## config.mk

```make
export PLATFORM = sky130hd
export DESIGN_NAME = keypad_scanner
export DESIGN_NICKNAME = d
export VERILOG_FILES = /design/src/rtl/keypad_scanner.sv
export SDC_FILE = /design/constraint.sdc
export NUM_CORES = 1
export LEC_CHECK = 0
export CORE_MARGIN = 2
export CORE_UTILIZATION = 52
export CTS_BUF_LIST = sky130_fd_sc_hd__clkbuf_16
export DETAILED_ROUTE_END_ITERATION = 10
export GPL_ROUTABILITY_DRIVEN = 1
export PLACE_DENSITY = 0.75
export SYNTH_ARGS = -nofsm -noshare
export SYNTH_HDL_FRONTEND = slang
export SYNTH_SLANG_ARGS = --single-unit
```

## constraint.sdc

```tcl
create_clock -name clk -period 2.7 [get_ports clk]
set_input_delay 0.675 -clock clk [delete_from_list [all_inputs] [get_ports clk]]
set_output_delay 0.675 -clock clk [all_outputs]
set_load 0.02 [all_outputs]
```

## src/rtl/keypad_scanner.sv

```systemverilog
// 4x4 matrix keypad scanner with one-cold row drive, press/release debounce and single-key lockout.
// Optional auto-repeat of the held key is compiled in when KEYPAD_REPEAT_EN is defined.
module keypad_scanner #(
    parameter int SCAN_DIV     = 50000,
    parameter int DEBOUNCE_CYC = 200000,
    parameter int REPEAT_CYC   = 5000000
) (
    input  logic       clk,
    input  logic       reset,
    input  logic [3:0] col,
    output logic [3:0] row,
    output logic [3:0] key_code,
    output logic       key_valid,
    output logic       key_held
);
    localparam int CNT_MAX = (SCAN_DIV > DEBOUNCE_CYC) ? SCAN_DIV : DEBOUNCE_CYC;
    localparam int CNT_W   = $clog2(CNT_MAX + 1);
    localparam logic [CNT_W-1:0] CNT_ZERO  = CNT_W'(0);
    localparam logic [CNT_W-1:0] CNT_ONE   = CNT_W'(1);
    localparam logic [CNT_W-1:0] SCAN_LAST = CNT_W'(SCAN_DIV - 1);
    localparam logic [CNT_W-1:0] DB_LAST   = CNT_W'(DEBOUNCE_CYC - 1);

    if (SCAN_DIV < 2 || DEBOUNCE_CYC < 2 || REPEAT_CYC < 2) begin : g_param_check
        $error("keypad_scanner: SCAN_DIV, DEBOUNCE_CYC and REPEAT_CYC must each be at least 2");
    end

    typedef enum logic [1:0] {
        SCAN       = 2'd0,
        PRESS_DB   = 2'd1,
        HELD       = 2'd2,
        RELEASE_DB = 2'd3
    } state_t;

    state_t           state_r, state_s;
    logic [CNT_W-1:0] cnt_r, cnt_s;
    logic [1:0]       row_idx_r, row_idx_s;
    logic [1:0]       col_idx_r, col_idx_s;
    logic [3:0]       row_r, row_s;
    logic [3:0]       key_code_r, key_code_s;
    logic             key_valid_r, key_valid_s;
    logic             key_held_r, key_held_s;

`ifdef KEYPAD_REPEAT_EN
    localparam int REP_W = $clog2(REPEAT_CYC + 1);
    localparam logic [REP_W-1:0] REP_ZERO = REP_W'(0);
    localparam logic [REP_W-1:0] REP_ONE  = REP_W'(1);
    localparam logic [REP_W-1:0] REP_LAST = REP_W'(REPEAT_CYC - 1);
    logic [REP_W-1:0] rep_cnt_r, rep_cnt_s;
`endif

    function automatic logic is_one_cold(input logic [3:0] v);
        logic [2:0] zeros;
        zeros = 3'd0;
        for (int i = 0; i < 4; i++) begin
            zeros = zeros + {2'b00, ~v[i]};
        end
        return (zeros == 3'd1);
    endfunction

    function automatic logic [1:0] zero_index(input logic [3:0] v);
        logic [1:0] idx;
        case (v)
            4'b1110: idx = 2'd0;
            4'b1101: idx = 2'd1;
            4'b1011: idx = 2'd2;
            4'b0111: idx = 2'd3;
            default: idx = 2'd0;
        endcase
        return idx;
    endfunction

    function automatic logic [3:0] one_cold(input logic [1:0] idx);
        logic [3:0] one;
        one = 4'b0001;
        return ~(one << idx);
    endfunction

    // Next-state, counter and output decode for the scan/debounce FSM.
    always_comb begin
        state_s     = state_r;
        cnt_s       = cnt_r;
        row_idx_s   = row_idx_r;
        col_idx_s   = col_idx_r;
        key_code_s  = key_code_r;
        key_valid_s = 1'b0;
        key_held_s  = key_held_r;
`ifdef KEYPAD_REPEAT_EN
        rep_cnt_s   = rep_cnt_r;
`endif
        case (state_r)
            SCAN: begin
                if (cnt_r == SCAN_LAST) begin
                    cnt_s = CNT_ZERO;
                    if (is_one_cold(col)) begin
                        col_idx_s = zero_index(col);
                        state_s   = PRESS_DB;
                    end else begin
                        row_idx_s = row_idx_r + 2'd1;
                    end
                end else begin
                    cnt_s = cnt_r + CNT_ONE;
                end
            end
            PRESS_DB: begin
                if (col != one_cold(col_idx_r)) begin
                    state_s   = SCAN;
                    cnt_s     = CNT_ZERO;
                    row_idx_s = row_idx_r + 2'd1;
                end else if (cnt_r == DB_LAST) begin
                    key_code_s  = {row_idx_r, col_idx_r};
                    key_valid_s = 1'b1;
                    key_held_s  = 1'b1;
                    state_s     = HELD;
                    cnt_s       = CNT_ZERO;
`ifdef KEYPAD_REPEAT_EN
                    rep_cnt_s   = REP_ZERO;
`endif
                end else begin
                    cnt_s = cnt_r + CNT_ONE;
                end
            end
            // Only the latched column matters here, so a second key cannot be reported.
            HELD: begin
                if (col[col_idx_r]) begin
                    cnt_s   = CNT_ZERO;
                    state_s = RELEASE_DB;
                end else begin
`ifdef KEYPAD_REPEAT_EN
                    if (rep_cnt_r == REP_LAST) begin
                        key_valid_s = 1'b1;
                        rep_cnt_s   = REP_ZERO;
                    end else begin
                        rep_cnt_s = rep_cnt_r + REP_ONE;
                    end
`else
                    state_s = HELD;
`endif
                end
            end
            RELEASE_DB: begin
                if (!col[col_idx_r]) begin
                    state_s = HELD;
                    cnt_s   = CNT_ZERO;
`ifdef KEYPAD_REPEAT_EN
                    rep_cnt_s = REP_ZERO;
`endif
                end else if (cnt_r == DB_LAST) begin
                    key_held_s = 1'b0;
                    state_s    = SCAN;
                    cnt_s      = CNT_ZERO;
                    row_idx_s  = row_idx_r + 2'd1;
                end else begin
                    cnt_s = cnt_r + CNT_ONE;
                end
            end
            default: begin
                state_s = SCAN;
                cnt_s   = CNT_ZERO;
            end
        endcase
        row_s = one_cold(row_idx_s);
    end

    // State and output registers with synchronous reset.
    always_ff @(posedge clk) begin
        if (reset) begin
            state_r     <= SCAN;
            cnt_r       <= CNT_ZERO;
            row_idx_r   <= 2'd0;
            col_idx_r   <= 2'd0;
            row_r       <= 4'b1110;
            key_code_r  <= 4'b0000;
            key_valid_r <= 1'b0;
            key_held_r  <= 1'b0;
`ifdef KEYPAD_REPEAT_EN
            rep_cnt_r   <= REP_ZERO;
`endif
        end else begin
            state_r     <= state_s;
            cnt_r       <= cnt_s;
            row_idx_r   <= row_idx_s;
            col_idx_r   <= col_idx_s;
            row_r       <= row_s;
            key_code_r  <= key_code_s;
            key_valid_r <= key_valid_s;
            key_held_r  <= key_held_s;
`ifdef KEYPAD_REPEAT_EN
            rep_cnt_r   <= rep_cnt_s;
`endif
        end
    end

    assign row       = row_r;
    assign key_code  = key_code_r;
    assign key_valid = key_valid_r;
    assign key_held  = key_held_r;

endmodule

```

=== Word level (Yosys, flattened, before mapping) ===
Cells that the tools add are included.

* Add/subtract/negate cells: 5
* Magnitude comparators: 1
* Equal/unequal tests: 19
* Shifts and indexed selects: 2
* Multiplexer cells: 29
* Bitwise operators: 8
* Reductions and logical operators: 7

{| class="wikitable"
|+ Operators with widths
! cell !! number
|-
| two-way mux 18 bit || 5
|-
| case mux 18 bit (4 select lines) || 1
|-
| two-way mux 2 bit || 11
|-
| adder 18 x 1 -> 18 bit, second input constant || 1
|-
| == test 18 x 16 -> 1 bit, second input constant || 1
|-
| == test 18 bit, second input constant || 1
|-
| != test 2 bit, second input constant || 7
|-
| case mux 2 bit (3 select lines) || 2
|-
| == test 4 bit, second input constant || 2
|-
| inverter 4 bit || 2
|-
| case mux 2 bit (4 select lines) || 1
|-
| left shift 1 x 2 -> 4 bit, first input constant || 2
|-
| two-way mux 1 bit || 7
|-
| != test 3 bit, second input constant || 2
|-
| inverter 1 bit || 6
|-
| AND reduction 3 bit || 2
|-
| AND reduction 5 bit || 1
|-
| == test 2 bit, second input constant || 2
|-
| == test 4 x 3 -> 1 bit, second input constant || 1
|-
| != test 4 bit || 1
|-
| AND reduction 4 bit || 1
|-
| adder 2 x 1 -> 3 bit || 1
|-
| adder 3 x 1 -> 3 bit || 1
|-
| == test 3 x 1 -> 1 bit, second input constant || 1
|-
| other kinds (9) || 9
|}

* Register bits: 34
* Bits of input ports: 6
* Output and inout bits: 10

=== Depth between registers and ports, before layout ===
* Depth after elaboration: 10
* Gate-level depth with buffers: 9
* Mapped depth without buffers: 9

=== Least setup slack after synthesis ===
No wires, ideal clock.

* Kind: input-to-reg
* Start: input port col[0]
* End: register row_r[1] (netlist: row[1])
* Library setup time: 0.120 ns
* Arrival: 2.753 ns
* Data required time: 2.580 ns
* Path slack: -0.174 ns
* Cell stages on the path: 9
* Buffers on the path: 0
* Path through: fa_1 inv_1 ha_1 ha_1 nor2_1 nand2_1 a311oi_1 o31ai_4 a211o_2

* Longest elaborated chain between the ends: 10

{| class="wikitable"
|+ RTL lines
! item !! RTL line !! text
|-
| from (decl) || 10 || <nowiki>input logic [3:0] col,</nowiki>
|-
| inverter 1 bit || 55 || <nowiki>zeros = zeros + {2'b00, ~v[i]};</nowiki>
|-
| adder 1 x 1 -> 2 bit || 55 ||
|-
| adder 2 x 1 -> 3 bit || 55 ||
|-
| adder 3 x 1 -> 3 bit || 55 ||
|-
| == test 3 x 1 -> 1 bit || 57 || <nowiki>return (zeros == 3'd1);</nowiki>
|-
| two-way mux 2 bit || 94 || <nowiki>if (is_one_cold(col)) begin</nowiki>
|-
| two-way mux 2 bit || 92 || <nowiki>if (cnt_r == SCAN_LAST) begin</nowiki>
|-
| case mux 2 bit (3 select lines) (*) || 90 || <nowiki>case (state_r)</nowiki>
|-
| left shift 1 x 2 -> 4 bit (*) || 75 || <nowiki>return ~(one << idx);</nowiki>
|-
| inverter 4 bit (*) || 75 ||
|-
| to (signal assigned) || 183 || <nowiki>row_r <= row_s;</nowiki>
|-
| to (decl) || 38 || <nowiki>logic [3:0] row_r, row_s;</nowiki>
|}

Mark *: on every way between the ends. The rest lies on a longest branch, timed or not. The select of a mux whose other input is x is not followed.
A chain may end at the register's enable or synchronous reset.

=== Worst setup path after layout ===
* Start: input port col[2]
* End: register state_r[1]

* Longest elaborated chain between the ends: 6

{| class="wikitable"
|+ RTL lines
! item !! RTL line !! text
|-
| inverter 1 bit || 55 ||
|-
| adder 2 x 1 -> 3 bit || 55 ||
|-
| adder 3 x 1 -> 3 bit || 55 ||
|-
| == test 3 x 1 -> 1 bit || 57 ||
|-
| != test 2 bit (no source line) || -- ||
|-
| AND reduction 4 bit (no source line) || -- ||
|-
| to (signal assigned) || 179 || <nowiki>state_r <= state_s;</nowiki>
|-
| to (decl) || 34 || <nowiki>state_t state_r, state_s;</nowiki>
|}

Parallel ways exist; a longest one is shown, timed or not. The select of a mux whose other input is x is not followed.

==> out/results.ini <==
[pwr]
combPwrFrac = 0.083
p_clk_frac = 0.541
leakage_nw = 0.908
net-switching-power_mw = 0.283
p_int_mw = 1.10
power_density_mw_per_mm2 = 537
sw_frac_of_total = 0.205
seq_power_share = 0.377
ir_drop_mv = 0.473

[critical_path]
timing.rr.end = row[0]
setup.worst_path.start = col[2]
crit_slowest_cell = clkdlybuf4s50_1
crit_path_end = state_r[1]
crit_path_max_incr_delay_ns = 0.56
reg2reg_slack_ns = 0.32
end_kind = flop
required_ns = 2.92
r2r_cells = 7
cp.arrival_ns = 2.82
path_class = in -> reg
path_cells = clkdlybuf4s50_1 -> or3b_1 -> a211o_4 -> and2_1 -> or4b_4 -> a21oi_2
worstPathMaxFanout = 5
reg2reg_from = cnt_r[0]
cp-start-kind = input port

[synthesis]
avgSynthCellArea_um2 = 9.45
synth_top_area_share = 0.340
ys_seq_area_frac = 0.340
syn_inst = 212
syn_nets = 224
synthFlopType = dfxtp_1
ys_types = 55
synthTopCellsByArea = dfxtp_1, xnor2_1, mux2i_1
yosysTopAreaCell = dfxtp_1
synth_enable_flop_cells = 0
ys_warn_count = 0
ys_ff_latch = 34
netlist_area_mm2 = 0.00200
synth_async_sr_flop_share = 0

[cts]
cts_hold_buf = 0
clockBufferDepth = 2
cts_root_buffer = clkbuf_16
clk_latency_ns = 0.28
cts.sinks = 34
cts_max_level = 2
clk_pin_slew_ns = 0.06
cts_tree = yes
cts_buffers = 5

[sta]
period_share = 0.960
max_freq_ghz = 0.386
fin_ws_ns = 0.107
hold_viol_final = 0
worst_clock_skew_ns = 0.00520
tightest_slew_ns = 0.613
setup_violations = 0
maxSlewHeadroom = 0.591
min_period_ns = 2.59
grt_setup_unrepaired = false
finalMaxSlewViolations = 0

[finish]
layout_common_cells = dfxtp_1, nor2_1, buf_4, nor3_1, clkdlybuf4s50_1
nFillCells = 286
stdcell_area_mm2 = 0.00256
fin_cells = 295
seq_area_um2 = 681
final_nets = 258
antenna_cells = 0
area_growth_pct = 28.0
multi_input_area_mm2 = 0.00128
final_common_cell = dfxtp_1
drive_gt1_frac = 0.247

[placed_design]
place_congestion = 0.870
pre_cts_slack_ns = -0.553
dp_cells = 286
placed_area_mm2 = 0.00236
dp_hpwl_um = 3070
portBuffers = 15

[status]
run_status = complete, no violations

[die]
initial_utilization = 0.543
die_area_mm2 = 0.00436
die_w_um = 66.1
core-area_mm2 = 0.00369
row_count = 22
pin_count = 16
die_y_um = 66.1

[routing]
routedWlPerCell_um = 14.8
ant_nets = 0
firstDrtPassIters = 4
drc = 0
routed_via_density = 5.67
drt_iter0_drc = 124
drt-total-wl_um = 4380
vias = 1672

[global_routing]
grt_max_degree = 22
antenna_found_initial = 0
grt_overflow_total = 0
first_global_vias = 1683
grtUsageTotal = 0.228
grt_pass1_wl_um = 7570

[job]
maxCapViolations = 0

[worst_hold_path]
min_path_type = reg -> reg

==> metal layers <==
layer,global-route usage,part of all wire,vias to the layer above,wire length [um]
li1,-,-,847,-
met1,0.276,0.46,794,2020
met2,0.385,0.50,24,2170
met3,0.0477,0.024,7,103
met4,0.107,0.019,0,83
met5,0,0,-,0
==> power by group through the flow <==
stage	Sequential (mW)	Combinational, mW	Clock [mW]
after floorplan	0.532	0.0575	0
after global placement	0.529	0.0993	0
after detailed placement	0.530	0.103	0
after CTS	0.519	0.103	0.766
after global routing	0.520	0.126	0.787
final	0.519	0.114	0.746
==> worst min path at each step <==
stage	start	to	cells past startpoint
after floorplan	row_idx_r[1]	row[1]	1
after global placement	key_held	key_held	2
after detailed placement	key_held	key_held	2
after CTS	key_held	key_held	2
after global routing	key_code[3]	key_code[3]	2
final	key_held	key_held	2
==> flip-flops by register name (all words and copies together) (netlist names) <==
signal,count
cnt_r,18
key_code,4
row,4
col_idx_r,2
row_idx_r,2
state_r,2
key_held,1
key_valid,1
==> cells in the mapped netlist, types with 6 or more instances <==
cell type and n:
dfxtp_1 34, nor2_1 21, nor3_1 16, nand2_1 12
xnor2_1 11, inv_1 9, mux2i_1 8, nand3_1 7
xor2_1 7, and2_1 6, nor3_2 6
==> timing repair <==
action	4_1_cts	5_1_grt
buffers inserted	0	1
gates resized for setup	3	10
pin swaps	2	4
setup endpoints to repair	6	7
==> stage by stage <==
step | hold WS [ns] | power, mW | util | TNS, ns
2_1_floorplan | 0.489 | 0.589 | - | 0
3_3_place_gp | 0.469 | 0.629 | 0.640 | -5.55
3_5_place_dp | 0.477 | 0.632 | 0.640 | -6.98
4_1_cts | 0.487 | 1.39 | 0.691 | 0
5_1_grt | 0.524 | 1.43 | 0.695 | 0
6_report | 0.485 | 1.38 | 0.695 | 0
==> critical path: cells and delay by family <==
family | cells | cell delay [ns]
buf+inv | 1 | 0.56
compound gates | 2 | 0.53
simple gates | 3 | 1.07
==> area by class of cell <==
class | count | share of cell area
inverter | 9 | 0.0132
tap | 48 | 0.0234
multi-input combinational | 160 | 0.499
clock buffer | 5 | 0.0488
timing repair buffer | 36 | 0.124
sequential | 34 | 0.265
clock inverter | 3 | 0.0268
==> cell families (layout without fill, tap and decap cells) <==
| logic type | after synthesis | after routing | share of synthesized area |
|---|---|---|---|
| fa+ha+maj | 6 | 6 | 0.0412 |
| buf+inv | 18 | 53 | 0.0418 |
| xor+xnor | 18 | 18 | 0.0787 |
| compound gates | 29 | 29 | 0.143 |
| mux | 9 | 9 | 0.0512 |
| simple gates | 98 | 98 | 0.304 |
| flops | 34 | 34 | 0.340 |
Power figures use the tool's default switching activity.
